## config.mk

```make
export PLATFORM = sky130hd
export DESIGN_NAME = wb_master_bridge_flat
export DESIGN_NICKNAME = d
export VERILOG_FILES = /design/src/rtl/wb_master_bridge_if.sv /design/src/rtl/wb_master_bridge.sv /design/src/flat_wrapper.sv
export SDC_FILE = /design/constraint.sdc
export NUM_CORES = 1
export LEC_CHECK = 0
export BUFFER_PORTS_ARGS = -buffer_cell sky130_fd_sc_hd__buf_4
export CAP_MARGIN = 5
export CORE_UTILIZATION = 35
export CTS_CLUSTER_SIZE = 30
export DETAILED_ROUTE_END_ITERATION = 16
export PLACE_DENSITY_LB_ADDON = 0.12
export SKIP_LAST_GASP = 1
export SYNTH_ARGS = -nofsm -noshare
export SYNTH_HDL_FRONTEND = slang
export SYNTH_SLANG_ARGS = --single-unit
```

## constraint.sdc

```tcl
create_clock -name clk_i -period 2.9 [get_ports clk_i]
set_clock_uncertainty 0.2 [all_clocks]
set_input_delay 0.145 -clock clk_i [delete_from_list [all_inputs] [get_ports clk_i]]
set_output_delay 0.145 -clock clk_i [all_outputs]
set_load 0.05 [all_outputs]
```

## src/rtl/wb_master_bridge_if.sv

```systemverilog
// Bundles the command, response and Wishbone B4 master signals of wb_master_bridge.
// master is the bridge's view; slave is the view of whatever drives it.
interface wb_master_bridge_if #(
    parameter int unsigned ADDR_WIDTH = 16,
    parameter int unsigned DATA_WIDTH = 32,
    parameter int unsigned GRANULE    = 8
);
    localparam int unsigned SEL_WIDTH = DATA_WIDTH / GRANULE;

    // Command channel
    logic                  cmd_valid_i;
    logic                  cmd_ready_o;
    logic                  cmd_we_i;
    logic [ADDR_WIDTH-1:0] cmd_adr_i;
    logic [DATA_WIDTH-1:0] cmd_dat_i;
    logic [SEL_WIDTH-1:0]  cmd_sel_i;

    // Response channel
    logic                  rsp_valid_o;
    logic                  rsp_ready_i;
    logic [DATA_WIDTH-1:0] rsp_dat_o;
    logic                  rsp_err_o;
    logic                  rsp_timeout_o;

    // Wishbone master side
    logic [ADDR_WIDTH-1:0] adr_o;
    logic [DATA_WIDTH-1:0] dat_o;
    logic [SEL_WIDTH-1:0]  sel_o;
    logic                  we_o;
    logic                  cyc_o;
    logic                  stb_o;
    logic [DATA_WIDTH-1:0] dat_i;
    logic                  ack_i;
    logic                  err_i;

    modport master (
        input  cmd_valid_i, cmd_we_i, cmd_adr_i, cmd_dat_i, cmd_sel_i,
        output cmd_ready_o,
        output rsp_valid_o, rsp_dat_o, rsp_err_o, rsp_timeout_o,
        input  rsp_ready_i,
        output adr_o, dat_o, sel_o, we_o, cyc_o, stb_o,
        input  dat_i, ack_i, err_i
    );

    modport slave (
        output cmd_valid_i, cmd_we_i, cmd_adr_i, cmd_dat_i, cmd_sel_i,
        input  cmd_ready_o,
        input  rsp_valid_o, rsp_dat_o, rsp_err_o, rsp_timeout_o,
        output rsp_ready_i,
        input  adr_o, dat_o, sel_o, we_o, cyc_o, stb_o,
        output dat_i, ack_i, err_i
    );
endinterface

```

## src/rtl/wb_master_bridge.sv

```systemverilog
// Converts a valid/ready command stream into classic single Wishbone B4 cycles,
// one transaction in flight, with ERR and timeout reporting on the response channel.
module wb_master_bridge #(
    parameter int unsigned ADDR_WIDTH     = 16,
    parameter int unsigned DATA_WIDTH     = 32,
    parameter int unsigned GRANULE        = 8,
    parameter int unsigned TIMEOUT_CYCLES = 255
) (
    input  logic                clk_i,
    input  logic                rst_ni,
    wb_master_bridge_if.master  bus
);
    localparam int unsigned SEL_WIDTH   = DATA_WIDTH / GRANULE;
    // Timeout fires on the cycle whose count would reach TIMEOUT_CYCLES.
    localparam logic [15:0] TimeoutLast = 16'(TIMEOUT_CYCLES - 1);

    typedef enum logic [1:0] {
        StIdle = 2'd0,
        StBus  = 2'd1,
        StResp = 2'd2
    } state_e;

    state_e                state_q, state_d;
    logic [ADDR_WIDTH-1:0] adr_q, adr_d;
    logic [DATA_WIDTH-1:0] dat_q, dat_d;
    logic [SEL_WIDTH-1:0]  sel_q, sel_d;
    logic                  we_q, we_d;
    logic                  cyc_q, cyc_d;
    logic [15:0]           cnt_q, cnt_d;
    logic [DATA_WIDTH-1:0] rsp_dat_q, rsp_dat_d;
    logic                  rsp_err_q, rsp_err_d;
    logic                  rsp_timeout_q, rsp_timeout_d;

    always_comb begin
        state_d       = state_q;
        adr_d         = adr_q;
        dat_d         = dat_q;
        sel_d         = sel_q;
        we_d          = we_q;
        cyc_d         = cyc_q;
        cnt_d         = cnt_q;
        rsp_dat_d     = rsp_dat_q;
        rsp_err_d     = rsp_err_q;
        rsp_timeout_d = rsp_timeout_q;

        unique case (state_q)
            StIdle: begin
                if (bus.cmd_valid_i) begin
                    adr_d   = bus.cmd_adr_i;
                    dat_d   = bus.cmd_dat_i;
                    sel_d   = bus.cmd_sel_i;
                    we_d    = bus.cmd_we_i;
                    cyc_d   = 1'b1;
                    cnt_d   = '0;
                    state_d = StBus;
                end
            end
            StBus: begin
                // ERR outranks ACK, and any termination outranks the timeout.
                if (bus.err_i) begin
                    rsp_dat_d     = '0;
                    rsp_err_d     = 1'b1;
                    rsp_timeout_d = 1'b0;
                    cyc_d         = 1'b0;
                    state_d       = StResp;
                end else if (bus.ack_i) begin
                    rsp_dat_d     = we_q ? '0 : bus.dat_i;
                    rsp_err_d     = 1'b0;
                    rsp_timeout_d = 1'b0;
                    cyc_d         = 1'b0;
                    state_d       = StResp;
                end else if (cnt_q == TimeoutLast) begin
                    rsp_dat_d     = '0;
                    rsp_err_d     = 1'b1;
                    rsp_timeout_d = 1'b1;
                    cyc_d         = 1'b0;
                    state_d       = StResp;
                end else begin
                    cnt_d = cnt_q + 16'd1;
                end
            end
            StResp: begin
                if (bus.rsp_ready_i) begin
                    state_d = StIdle;
                end
            end
            default: begin
                cyc_d   = 1'b0;
                state_d = StIdle;
            end
        endcase
    end

    always_ff @(posedge clk_i or negedge rst_ni) begin
        if (!rst_ni) begin
            state_q       <= StIdle;
            adr_q         <= '0;
            dat_q         <= '0;
            sel_q         <= '0;
            we_q          <= 1'b0;
            cyc_q         <= 1'b0;
            cnt_q         <= '0;
            rsp_dat_q     <= '0;
            rsp_err_q     <= 1'b0;
            rsp_timeout_q <= 1'b0;
        end else begin
            state_q       <= state_d;
            adr_q         <= adr_d;
            dat_q         <= dat_d;
            sel_q         <= sel_d;
            we_q          <= we_d;
            cyc_q         <= cyc_d;
            cnt_q         <= cnt_d;
            rsp_dat_q     <= rsp_dat_d;
            rsp_err_q     <= rsp_err_d;
            rsp_timeout_q <= rsp_timeout_d;
        end
    end

    assign bus.cmd_ready_o   = (state_q == StIdle);
    assign bus.rsp_valid_o   = (state_q == StResp);
    assign bus.rsp_dat_o     = rsp_dat_q;
    assign bus.rsp_err_o     = rsp_err_q;
    assign bus.rsp_timeout_o = rsp_timeout_q;

    // Classic single cycles: strobe and cycle always move together.
    assign bus.adr_o = adr_q;
    assign bus.dat_o = dat_q;
    assign bus.sel_o = sel_q;
    assign bus.we_o  = we_q;
    assign bus.cyc_o = cyc_q;
    assign bus.stb_o = cyc_q;

    a_cyc_tracks_state: assert property (
        @(posedge clk_i) disable iff (!rst_ni) cyc_q == (state_q == StBus)
    );

    a_bus_stable: assert property (
        @(posedge clk_i) disable iff (!rst_ni)
        (state_q == StBus && state_d == StBus) |=> $stable({adr_q, dat_q, sel_q, we_q, cyc_q})
    );

    a_rsp_stable: assert property (
        @(posedge clk_i) disable iff (!rst_ni)
        (state_q == StResp && !bus.rsp_ready_i)
            |=> (state_q == StResp) && $stable({rsp_dat_q, rsp_err_q, rsp_timeout_q})
    );
endmodule

```

## src/flat_wrapper.sv

```systemverilog
// flat-port wrapper written by rule: the top's interface ports become plain ports
module wb_master_bridge_flat 
#(
    parameter int unsigned ADDR_WIDTH     = 16,
    parameter int unsigned DATA_WIDTH     = 32,
    parameter int unsigned GRANULE        = 8,
    parameter int unsigned TIMEOUT_CYCLES = 255
)
  (clk_i, rst_ni, bus_cmd_valid_i, bus_cmd_we_i, bus_cmd_adr_i, bus_cmd_dat_i, bus_cmd_sel_i, bus_cmd_ready_o, bus_rsp_valid_o, bus_rsp_dat_o, bus_rsp_err_o, bus_rsp_timeout_o, bus_rsp_ready_i, bus_adr_o, bus_dat_o, bus_sel_o, bus_we_o, bus_cyc_o, bus_stb_o, bus_dat_i, bus_ack_i, bus_err_i);
  wb_master_bridge_if #(.ADDR_WIDTH(ADDR_WIDTH), .DATA_WIDTH(DATA_WIDTH), .GRANULE(GRANULE)) bus_i ();
  input  logic clk_i;
  input  logic rst_ni;
  input wire logic [$bits(bus_i.cmd_valid_i)-1:0] bus_cmd_valid_i;
  input wire logic [$bits(bus_i.cmd_we_i)-1:0] bus_cmd_we_i;
  input wire logic [$bits(bus_i.cmd_adr_i)-1:0] bus_cmd_adr_i;
  input wire logic [$bits(bus_i.cmd_dat_i)-1:0] bus_cmd_dat_i;
  input wire logic [$bits(bus_i.cmd_sel_i)-1:0] bus_cmd_sel_i;
  output wire logic [$bits(bus_i.cmd_ready_o)-1:0] bus_cmd_ready_o;
  output wire logic [$bits(bus_i.rsp_valid_o)-1:0] bus_rsp_valid_o;
  output wire logic [$bits(bus_i.rsp_dat_o)-1:0] bus_rsp_dat_o;
  output wire logic [$bits(bus_i.rsp_err_o)-1:0] bus_rsp_err_o;
  output wire logic [$bits(bus_i.rsp_timeout_o)-1:0] bus_rsp_timeout_o;
  input wire logic [$bits(bus_i.rsp_ready_i)-1:0] bus_rsp_ready_i;
  output wire logic [$bits(bus_i.adr_o)-1:0] bus_adr_o;
  output wire logic [$bits(bus_i.dat_o)-1:0] bus_dat_o;
  output wire logic [$bits(bus_i.sel_o)-1:0] bus_sel_o;
  output wire logic [$bits(bus_i.we_o)-1:0] bus_we_o;
  output wire logic [$bits(bus_i.cyc_o)-1:0] bus_cyc_o;
  output wire logic [$bits(bus_i.stb_o)-1:0] bus_stb_o;
  input wire logic [$bits(bus_i.dat_i)-1:0] bus_dat_i;
  input wire logic [$bits(bus_i.ack_i)-1:0] bus_ack_i;
  input wire logic [$bits(bus_i.err_i)-1:0] bus_err_i;
  assign bus_i.cmd_valid_i = bus_cmd_valid_i;
  assign bus_i.cmd_we_i = bus_cmd_we_i;
  assign bus_i.cmd_adr_i = bus_cmd_adr_i;
  assign bus_i.cmd_dat_i = bus_cmd_dat_i;
  assign bus_i.cmd_sel_i = bus_cmd_sel_i;
  assign bus_cmd_ready_o = bus_i.cmd_ready_o;
  assign bus_rsp_valid_o = bus_i.rsp_valid_o;
  assign bus_rsp_dat_o = bus_i.rsp_dat_o;
  assign bus_rsp_err_o = bus_i.rsp_err_o;
  assign bus_rsp_timeout_o = bus_i.rsp_timeout_o;
  assign bus_i.rsp_ready_i = bus_rsp_ready_i;
  assign bus_adr_o = bus_i.adr_o;
  assign bus_dat_o = bus_i.dat_o;
  assign bus_sel_o = bus_i.sel_o;
  assign bus_we_o = bus_i.we_o;
  assign bus_cyc_o = bus_i.cyc_o;
  assign bus_stb_o = bus_i.stb_o;
  assign bus_i.dat_i = bus_dat_i;
  assign bus_i.ack_i = bus_ack_i;
  assign bus_i.err_i = bus_err_i;
  wb_master_bridge #(.ADDR_WIDTH(ADDR_WIDTH), .DATA_WIDTH(DATA_WIDTH), .GRANULE(GRANULE), .TIMEOUT_CYCLES(TIMEOUT_CYCLES)) u_core (.clk_i(clk_i), .rst_ni(rst_ni), .bus(bus_i));
endmodule
```

==> summary.md <==
| Metric | Value |
|---|---|
| Reg2reg setup slack | `0.70 ns` |
| Hold Vio Cnt, Final | `0` |
| Period minus WS final | `2.20 ns` |
| Commonest cells post-synth | `nand2_1 (204), dfrtp_1 (106), inv_1 (43)` |
| CTS tree | `done` |
| Clk root buf | `clkbuf_16` |
| Crit path capture type | `flip-flop` |
| Share of cells above drive strength 1 | `a little over a quarter` |
| Nets@finish | `857` |
| Pwr dens | `1090 nW/um^2` |
| DIE HEIGHT | `~120 um` |
| Drt initial violations | `210` |
| Drt wl/cell | `14.0 um` |
| Worst skew pair latency | `0.35 ns` |
| Via-per-instance ratio | `4.62` |
| Arr. time, crit path | `2.26 ns` |
| Clk slew on worst S/H paths | `about 0.07 ns` |
| RR Startpoint | `u_core.cnt_q[0]` |
| Slew Viols, Final | `0` |
| Static leakage | `3.66 nW` |
| 1st-pass router iterations | `4` |
| Area delta synth->final | `58.3%` |
| Post-synthesis sequential area ratio | `56.9%` |
| Core footprint | `12800 um^2` |
| Type of origin of the critical path | `flip-flop` |
| R2r endpoint | `u_core.bus.rsp_dat_o[22]` |
| Initial antenna violation count | `0` |
| Mean Syn Cell Area | `9.28 um^2` |
| Worst setup path class | `flip-flop to flip-flop` |
| Post-route ant nets | `0` |
| Final setup vio count | `0` |
| Cell count of the worst reg-to-reg path | `7` |
| Slew Limit Headroom | `61.2%` |
| Hold slack | `roughly 0.023 ns` |
| Area leader, netlist | `dfrtp_1` |
| Ys flop type | `dfrtp_1` |
| Count leader, synth | `nand2_1` |
| H-tree Lvls | `3` |
| RSZ-0062 raised after global routing | `false` |
| Num rows | `slightly above 40` |
| Worst Tran Pin Value | `0.582 ns` |
| Synth area leaders | `dfrtp_1 (57%), nand2_1 (16%), mux2i_1 (7.1%), inv_1 (3.5%), clkbuf_1 (1.5%)` |
| I/O pin total | `182` |
| Async SR Flop Fraction | `between 90% and 100%` |
| N_diodes | `0` |
| Synth warnings | `0` |
| Die X | `approximately 120 um` |
| Share of the synthesized area in the top cell type | `between 50% and 60%` |
| GRT overflow | `0` |
| IO Port Bufs | `approximately 180` |
| DP HPWL | `8460 um` |
| CTS buffer count | `9` |
| EDFF count, synth | `0` |
| Placed Instances | `approximately 840` |
| Synth cell types | `39` |
| Worst vdd rail ir drop | `0.000957 V` |
| Worst Path Max Fanout | `35` |
| Crit path required time | `2.96 ns` |
| Largest net degree at the start of global routing | `64` |
| Clock Path Buffers | `2` |
| Die area | `13800 um^2` |
| Syn Nets | `595` |
| Status | `complete, no violations` |
| Seq cells post-synth | `106` |
| First-pass GRT wire length | `22100 um` |
| Fin cells | `941` |
| Vias in the first global route | `4517` |
| Post-Syn Area | `4660 um^2` |
| Mapped Cells | `502` |
| Worst setup endpoint | `u_core.bus.rsp_dat_o[22]` |
| Fmax | `455 MHz` |
| Total track usage | `19.9%` |
| Crit. Startpoint | `u_core.cnt_q[0]` |
| Max-Cap Viols | `0` |
| Final WL | `13100 um` |
| DRC viols | `0` |
| CTS sink cnt | `between 100 and 150` |
| Worst min path class | `primary input to flip-flop` |
| Final core occ | `57.7%` |
| Initial Util | `around 36%` |
| Setup_tns | `0 ns` |
| Placer Congestion | `0.841` |
| Via count | `4345` |
| Final worst-path cycle share | `75.8%` |
==> worst min-delay path by stage <==
stage,startpoint,endpoint,cells past startpoint
2_1_floorplan,rst_ni,u_core.bus.adr_o[0],0
3_3_place_gp,rst_ni,u_core.bus.dat_o[30],1
3_5_place_dp,rst_ni,u_core.bus.dat_o[29],1
4_1_cts,bus_err_i,u_core.bus.rsp_timeout_o,3
5_1_grt,bus_err_i,u_core.bus.rsp_timeout_o,3
6_report,bus_err_i,u_core.bus.rsp_timeout_o,3
==> area by class of cell <==
| cell class | instances | area, um^2 |
|---|---|---|
| clock buffer | 11 | 243 |
| clock inverter | 5 | 37.5 |
| fill | 1126 | 5400 |
| inverter | 43 | 161 |
| multi-input combinational | 325 | 1720 |
| sequential | 106 | 2650 |
| tap | 172 | 215 |
| timing repair buffer | 279 | 2340 |
==> registers in the layout, indices dropped and copies added (netlist names) <==
signal / count
u_core.bus.we_o: 1
u_core.state_q: 2
u_core.bus.dat_o: 32
u_core.bus.sel_o: 4
u_core.bus.rsp_dat_o: 32
u_core.cnt_q: 16
u_core.bus.rsp_err_o: 1
u_core.bus.cyc_o: 1
u_core.bus.adr_o: 16
u_core.bus.rsp_timeout_o: 1
==> where the power goes <==
| group | switching (mW) | internal, mW | leakage, nW | total [mW] |
|---|---|---|---|---|
| combinational | 3.07 | 1.33 | 2.16 | 4.40 |
| clock | 0.547 | 0.611 | 0.133 | 1.16 |
| sequential | 0.418 | 2.08 | 1.37 | 2.49 |
| total | 4.03 | 4.02 | 3.66 | 8.06 |
==> critical path, stage by stage (launching register included) <==
cell and delay [ns]:
dfrtp_1 0.44, inv_1 0.13, ha_1 0.17, nor4b_1 0.24, nand4_1 0.21, a21oi_4 0.21, buf_12 0.27, mux2i_1 0.23
==> routing by layer <==
metal	vias to the layer above	GRT usage, %	part of all wire (%)	wire length, um
met4	0	6.82	0.89	117
met1	2059	24.8	43	5670
met3	7	5.20	7.2	950
li1	2134	-	-	-
met2	145	33.2	49	6400
met5	-	0	0	0
==> logic make-up after synthesis <==
group	after synthesis	synth area share (%)
DFF	106	56.9
buffers and inverters	71	6.45
and+or+nand+nor	251	23.1
muxes	33	7.09
adders and majority gates	2	0.537
AOI/OAI and AO/OA	39	5.88
==> timing repair <==
item | in CTS | in global routing
setup buffers | 0 | 0
hold buffers | 89 | 0
endpoints found under the hold margin | 130 | 0
resized for setup | 0 | 0
==> cells in the final DEF (no fill, tap or decap), types with 6 or more instances in the layout <==
| cell type | n |
|---|---|
| a31oi_1 | 10 |
| buf_4 | 188 |
| clkbuf_16 | 9 |
| dfrtp_1 | 106 |
| dlygate4sd3_1 | 89 |
| inv_1 | 43 |
| mux2i_1 | 33 |
| nand2_1 | 204 |
| nand3_1 | 8 |
| nor3_1 | 7 |
| o211ai_1 | 6 |
==> per-stage QoR <==
stage                     power, mW  cell area (um^2)  setup slack, ns
final                          8.06              7370            0.703
after global routing           8.50              7370            0.413
after CTS                      8.12              7370            0.687
after detailed placement       6.83              6200            0.709
after global placement         6.77              6200            0.804
after floorplan                5.43              4660            0.672
Note: power is estimated with default switching activity, not from simulation.
